$ cat src/rtl/conv1_ctrl.sv
// Address/enable sequencer for the six-lane conv1 MAC array: walks every valid
// output pixel, issues one image/weight read per tap, then hands the pixel downstream.
module conv1_ctrl #(
    parameter int IN_WIDTH       = 32,
    parameter int IN_HEIGHT      = 32,
    parameter int FILTER_WIDTH   = 5,
    parameter int FILTER_HEIGHT  = 5,
    parameter int FILTER_CHANNEL = 3,
    parameter int ADDR_WIDTH     = 12,
    parameter int WADDR_WIDTH    = 7
) (
    input  logic                   clk,
    input  logic                   reset,
    input  logic                   start,
    output logic                   busy,
    output logic                   done,
    output logic                   img_rd_en,
    output logic [ADDR_WIDTH-1:0]  img_addr,
    output logic                   wgt_rd_en,
    output logic [WADDR_WIDTH-1:0] wgt_addr,
    output logic                   mac_clr,
    output logic                   mac_en,
    output logic                   res_valid,
    input  logic                   res_ready,
    output logic [7:0]             out_row,
    output logic [7:0]             out_col
);
    localparam int OW = IN_WIDTH - FILTER_WIDTH + 1;
    localparam int OH = IN_HEIGHT - FILTER_HEIGHT + 1;
    localparam logic [7:0] KX_LAST  = 8'(FILTER_WIDTH - 1);
    localparam logic [7:0] KY_LAST  = 8'(FILTER_HEIGHT - 1);
    localparam logic [7:0] CH_LAST  = 8'(FILTER_CHANNEL - 1);
    localparam logic [7:0] COL_LAST = 8'(OW - 1);
    localparam logic [7:0] ROW_LAST = 8'(OH - 1);
    // Address jumps when kx wraps, when ky wraps (next channel plane), and between output rows.
    localparam logic [ADDR_WIDTH-1:0] KY_STEP  = ADDR_WIDTH'(IN_WIDTH - FILTER_WIDTH + 1);
    localparam logic [ADDR_WIDTH-1:0] CH_STEP  = ADDR_WIDTH'(IN_WIDTH * IN_HEIGHT
                                                 - (FILTER_HEIGHT - 1) * IN_WIDTH - (FILTER_WIDTH - 1));
    localparam logic [ADDR_WIDTH-1:0] ROW_STEP = ADDR_WIDTH'(FILTER_WIDTH);

    typedef enum logic [2:0] {S_IDLE, S_CLEAR, S_RUN, S_DRAIN, S_OUTPUT, S_DONE} state_t;
    state_t state_reg, state_next;

    logic [7:0]             kx_reg, ky_reg, ch_reg, row_reg, col_reg;
    logic [ADDR_WIDTH-1:0]  pix_base_reg, img_addr_reg;
    logic [WADDR_WIDTH-1:0] wgt_addr_reg;
    logic                   drain_reg, mac_en_reg, rd_en;
    logic                   last_tap, last_pix;

    assign last_tap = (kx_reg == KX_LAST) && (ky_reg == KY_LAST) && (ch_reg == CH_LAST);
    assign last_pix = (row_reg == ROW_LAST) && (col_reg == COL_LAST);

    always_ff @(posedge clk) begin
        if (reset) state_reg <= S_IDLE;
        else       state_reg <= state_next;
    end

    always_comb begin
        state_next = state_reg;
        busy       = 1'b0;
        done       = 1'b0;
        mac_clr    = 1'b0;
        rd_en      = 1'b0;
        res_valid  = 1'b0;
        case (state_reg)
            S_IDLE:   if (start) state_next = S_CLEAR;
            S_CLEAR: begin
                busy       = 1'b1;
                mac_clr    = 1'b1;
                state_next = S_RUN;
            end
            S_RUN: begin
                busy  = 1'b1;
                rd_en = 1'b1;
                if (last_tap) state_next = S_DRAIN;
            end
            S_DRAIN: begin
                busy = 1'b1;
                if (drain_reg) state_next = S_OUTPUT;
            end
            S_OUTPUT: begin
                busy      = 1'b1;
                res_valid = 1'b1;
                if (res_ready) state_next = last_pix ? S_DONE : S_CLEAR;
            end
            S_DONE: begin
                done       = 1'b1;
                state_next = S_IDLE;
            end
            default:  state_next = S_IDLE;
        endcase
    end

    always_ff @(posedge clk) begin
        if (reset) begin
            kx_reg       <= '0;
            ky_reg       <= '0;
            ch_reg       <= '0;
            row_reg      <= '0;
            col_reg      <= '0;
            pix_base_reg <= '0;
            img_addr_reg <= '0;
            wgt_addr_reg <= '0;
            drain_reg    <= 1'b0;
            mac_en_reg   <= 1'b0;
        end else begin
            // Data arrives one cycle after the read strobe, so the MAC enable trails it.
            mac_en_reg <= (state_reg == S_RUN);
            case (state_reg)
                S_CLEAR: begin
                    kx_reg       <= '0;
                    ky_reg       <= '0;
                    ch_reg       <= '0;
                    drain_reg    <= 1'b0;
                    img_addr_reg <= pix_base_reg;
                    wgt_addr_reg <= '0;
                end
                S_RUN: if (!last_tap) begin
                    wgt_addr_reg <= wgt_addr_reg + 1'b1;
                    if (kx_reg != KX_LAST) begin
                        kx_reg       <= kx_reg + 8'd1;
                        img_addr_reg <= img_addr_reg + 1'b1;
                    end else if (ky_reg != KY_LAST) begin
                        kx_reg       <= '0;
                        ky_reg       <= ky_reg + 8'd1;
                        img_addr_reg <= img_addr_reg + KY_STEP;
                    end else begin
                        kx_reg       <= '0;
                        ky_reg       <= '0;
                        ch_reg       <= ch_reg + 8'd1;
                        img_addr_reg <= img_addr_reg + CH_STEP;
                    end
                end
                S_DRAIN: drain_reg <= 1'b1;
                S_OUTPUT: if (res_ready) begin
                    if (last_pix) begin
                        row_reg      <= '0;
                        col_reg      <= '0;
                        pix_base_reg <= '0;
                    end else if (col_reg != COL_LAST) begin
                        col_reg      <= col_reg + 8'd1;
                        pix_base_reg <= pix_base_reg + 1'b1;
                    end else begin
                        col_reg      <= '0;
                        row_reg      <= row_reg + 8'd1;
                        pix_base_reg <= pix_base_reg + ROW_STEP;
                    end
                end
                default: ;
            endcase
        end
    end

    assign img_rd_en = rd_en;
    assign wgt_rd_en = rd_en;
    assign img_addr  = img_addr_reg;
    assign wgt_addr  = wgt_addr_reg;
    assign mac_en    = mac_en_reg;
    assign out_row   = row_reg;
    assign out_col   = col_reg;
endmodule

$ cat config.mk
export PLATFORM = sky130hd
export DESIGN_NAME = conv1_ctrl
export DESIGN_NICKNAME = d
export VERILOG_FILES = /design/src/rtl/conv1_ctrl.sv
export SDC_FILE = /design/constraint.sdc
export NUM_CORES = 1
export LEC_CHECK = 0
export BUFFER_PORTS_ARGS = -buffer_cell sky130_fd_sc_hd__buf_2
export CAP_MARGIN = 10
export CORE_UTILIZATION = 25
export DETAILED_ROUTE_END_ITERATION = 10
export PLACE_DENSITY_LB_ADDON = 0.3
export RECOVER_POWER = 100
export SYNTH_ARGS = -nofsm -noshare
export SYNTH_HDL_FRONTEND = slang
export SYNTH_SLANG_ARGS = --single-unit
$ cat constraint.sdc
create_clock -name clk -period 4.3 [get_ports clk]
set_clock_uncertainty 0.2 [all_clocks]
set_input_delay 0.86 -clock clk [delete_from_list [all_inputs] [get_ports clk]]
set_output_delay 0.86 -clock clk [all_outputs]
set_load 0.05 [all_outputs]
== Word level (Yosys, flattened, before mapping) ==
Index checks and enable logic that the tools add are counted.

* Register bits: 76
* Input port bits: 4
* Output and inout bits: 42
* Word-level logic and storage cells: 91

* $add $sub $neg: 11
* Equal/unequal tests: 21
* Mux-type cells: 35
* Reductions and logical operators: 13

{| class="wikitable"
|+ Operator list
! operator !! count
|-
| two-way mux 8 bit || 12
|-
| two-way mux 12 bit || 5
|-
| case mux 8 bit (2 select lines) || 3
|-
| adder 8 x 1 -> 8 bit, second input constant || 5
|-
| adder 12 x 1 -> 12 bit, second input constant || 2
|-
| case mux 12 bit (2 select lines) || 1
|-
| equality test 8 x 3 -> 1 bit, second input constant || 2
|-
| equality test 8 x 5 -> 1 bit, second input constant || 2
|-
| inequality test 2 bit, second input constant || 8
|-
| inequality test 8 x 3 -> 1 bit, second input constant || 2
|-
| two-way mux 3 bit || 5
|-
| case mux 3 bit (5 select lines) || 1
|-
| case mux 7 bit (2 select lines) || 1
|-
| adder 12 x 10 -> 12 bit, second input constant || 1
|-
| adder 12 x 3 -> 12 bit, second input constant || 1
|-
| adder 12 x 5 -> 12 bit, second input constant || 1
|-
| equality test 8 x 2 -> 1 bit, second input constant || 1
|-
| inequality test 8 x 5 -> 1 bit, second input constant || 1
|-
| AND reduction 4 bit || 2
|-
| adder 7 x 1 -> 7 bit, second input constant || 1
|-
| two-way mux 7 bit || 1
|-
| equality test 3 x 2 -> 1 bit, second input constant || 2
|-
| equality test 3 bit, second input constant || 2
|-
| AND reduction 3 bit || 2
|-
| 8 further kinds || 16
|}

== Depth between registers and ports, before layout ==
* Word-level depth: 5
* Mapped depth: 12
* Mapped depth without buffers: 12

== Worst setup path before layout ==
Ideal clock, no wire load.

* Path type: flip-flop to output port
* From: register state_reg[2]
* To: output port done
* Arrival: 1.672 ns
* Data required time: 3.240 ns
* Setup slack: 1.568 ns
* Cell stages (with the launch flop): 4
* Path buffers: 1
* Path through: dfxtp_1 > buf_6 > inv_1 > nor3b_1

* Cells in the longest elaborated chain, start to end: 2

{| class="wikitable"
|+ RTL lines
! what !! RTL line !! text
|-
| from (decl) || 42 || <nowiki>state_t state_reg, state_next;</nowiki>
|-
| from (signal assigned) || 55 || <nowiki>else state_reg <= state_next;</nowiki>
|-
| equality test 3 bit || 65 || <nowiki>case (state_reg)</nowiki>
|-
| two-way mux 1 bit || 65 ||
|-
| to (decl) || 16 || <nowiki>output logic done,</nowiki>
|}

No other way between the ends.

== Worst setup path in the final report ==
* From: register state_reg[1]
* To: output port mac_clr

* Cells in the longest elaborated chain, start to end: 2

{| class="wikitable"
|+ RTL lines
! what !! RTL line !! text
|-
| equality test 3 x 1 -> 1 bit || 65 ||
|-
| two-way mux 1 bit || 65 ||
|-
| to (decl) || 21 || <nowiki>output logic mac_clr,</nowiki>
|}

No other way between the ends.

==> metrics.txt <==
outcome finished with violations; failing checks capacitance limit, slew limit; Num CTS Buffers 9; share of cells above drive strength 1 0.0615; sequential share of the synthesized area 0.355; Power Internal about 1.3 mW; DP HPWL 8000 um; Seq pwr share 0.408; most frequent cells in the layout dfxtp_1, nor2_1, nand2_1, a21oi_1, clkbuf_1; Sw Ratio 0.311; register clock-pin slew on the reported worst setup and hold paths about 60 ps; synthesized area per cell 8.07 um^2; per-cell routed wire length ~14 um; clk buf depth 2; ANT nets after route 0; Post-CTS Setup Bufs 0; first-pass GRT wire length 18900 um; CTS tree done; combinational cell fraction of total power 0.179; Leakage between 1.5 and 2 nW; CP delay by family, top buffers and inverters; cell taking the most area after synthesis dfxtp_1; pre-CTS setup slack ~1300 ps; Synth Cell Area between 0.004 and 0.005 mm^2; Synth area leaders dfxtp_1, nor2_1, a21oi_1; RSZ-0062 raised after global routing false; PostCTS Resize Cnt 0; Core Rows 47; post-synthesis cell count 531; flops & latches, synth 76; power per standard cell area ~380 mW/mm^2; total power approximately 1.9 mW; area taken by multi-input logic gates 0.00248 mm^2; drt via density 4.98; Worst EP arrival between 2000 and 2500 ps; total vias in the final route roughly 3900; Critical path buffers and inverters 2; peak supply drop about 0.21 mV; Placement Cell Area 0.00463 mm^2; NetSw 0.579 mW; Nets between 500 and 600; Post-Route WL between 10000 and 15000 um; min cycle time layout 3380 ps; YS warnings 0; GRT overflow 0; reg-to-reg critical path startpoint kx_reg[0]; asr flop ratio synth 0; critical path capture point type output port; number of synthesized flops with an enable pin 0; Worst-Skew Late Latency between 300 and 400 ps; Core Area around 0.017 mm^2; Area Growth Syn to Fin 13.4%; Final GP Congestion about 0.85; initial antenna violation count 0; Clock Power Share 0.413; IO Count 46; Finished Layout Cells between 700 and 800; max-slew violations 46; smallest setup slack after layout between 900 and 1000 ps; hold_sp kx_reg[1]; Synth Flop Type dfxtp_1; Reg area ~0.0015 mm^2; final core occ 0.292; Largest stage delay, worst path 550 ps; placed cells 773; detailed-route DRC error count 0; share of the synthesized area in the top cell type 0.355; syn nets 553; crit path from state_reg[1]; WHS between 200 and 300 ps; worst path cell trace or3b_1, clkinvlp_2, buf_2; achievable clock frequency around 0.30 GHz; vias in the first global route 3824; endpoints failing setup 0; Root Driver clkbuf_16; TNS Setup 0 ps; largest net degree at the start of global routing between 40 and 50; fin crit share 0.786; commonest non-fill, non-tap cell in the layout dfxtp_1; Die X between 100 and 150 um; startpoint type of the worst setup path flop; max_cap viols 1; drt first-iter violations between 200 and 250; CTS Sinks 76; design area between 0.004 and 0.005 mm^2; Port Buffers 45; gr usage total 0.133; actual slew at the worst max-slew pin roughly 2200 ps; htree depth 3; initial core utilization 0.258; Die Span Y around 130 um; Fill cells around 1800; Worst slew margin -0.457; Hold/Removal Path Class flop to flop; CTS Hold Bufs 0; TritonRoute pass-1 iters 4; ant diodes 0; Worst path slowest cell clkinvlp_2; FF-to-FF setup slack ~1100 ps; Final Hold Viols 0; Worst EP required approximately 3200 ps; Synth cell types 64; Max FO, Critical Path 14; Die Footprint between 0.015 and 0.02 mm^2; critical path class flop to output port
-- cell usage after synthesis (2+ instances only) --
master / instances
buf_2: 9
a32o_1: 2
ha_1: 18
and2_1: 3
mux2i_1: 2
a211oi_2: 2
a211oi_1: 3
o221ai_1: 3
a21oi_1: 49
nor2_1: 67
buf_4: 4
buf_6: 6
or3_1: 8
inv_1: 19
or3b_1: 2
xor2_1: 16
o21ai_0: 26
and3_1: 17
a22oi_1: 3
o211ai_1: 3
nand2b_1: 2
dfxtp_1: 76
o31ai_4: 2
clkbuf_1: 5
o31ai_1: 3
o21ai_1: 3
a311oi_1: 4
nor2_4: 2
nand3_1: 13
xnor2_1: 19
nand2_1: 58
nand4_1: 15
nor4b_2: 2
nor4_1: 4
nor3b_1: 4
buf_1: 2
a31oi_1: 8
nand3b_1: 3
nor3_1: 19
-- power by group through the flow --
stage | Combinational [mW] | Clock, mW | Sequential [mW]
after detailed placement | 0.342 | 0 | 0.774
after floorplan | 0.273 | 0 | 0.789
after global routing | 0.362 | 0.824 | 0.765
final | 0.333 | 0.768 | 0.760
after global placement | 0.342 | 0 | 0.774
after CTS | 0.344 | 0.794 | 0.759
-- worst min-delay path, stage by stage, from the launching register on --
cell and delay (ps):
dfxtp_1 330, nand2_1 70, a21oi_1 50
-- final timing paths --
path	to	depth (start not counted)
worst min register to register	kx_reg[1]	2
worst max register to register	img_addr[9]	8
worst min-delay path	kx_reg[1]	2
worst max-delay path	mac_clr	3
-- metal layers --
layer	vias to the layer above	wire length [um]	track usage
li1	1946	-	-
met1	1874	5360	0.174
met2	97	4940	0.203
met3	15	634	0.0356
met4	0	205	0.0562
met5	-	0	0
-- cells by family (layout without fill, tap and decap cells) --
logic type      Yosys count  count (layout)  share of synthesized area
flops                    76              76                      0.355
fa+ha+maj                18              18                     0.0525
mux                       2               2                    0.00467
xor+xnor                 35              35                     0.0715
simple gates            229             229                      0.272
buf+inv                  49              87                     0.0642
compound gates          122             122                      0.180
-- layout make-up --
| type | instances | share of cell area |
|---|---|---|
| repair buffers | 50 | 0.0409 |
| clock inverters | 4 | 0.00978 |
| flip-flops and latches | 76 | 0.313 |
| clock buffers | 12 | 0.0528 |
| inverters | 21 | 0.0165 |
| well taps | 220 | 0.0566 |
| multi-input cells | 406 | 0.510 |
No activity file was read; power rests on OpenSTA's default activity.
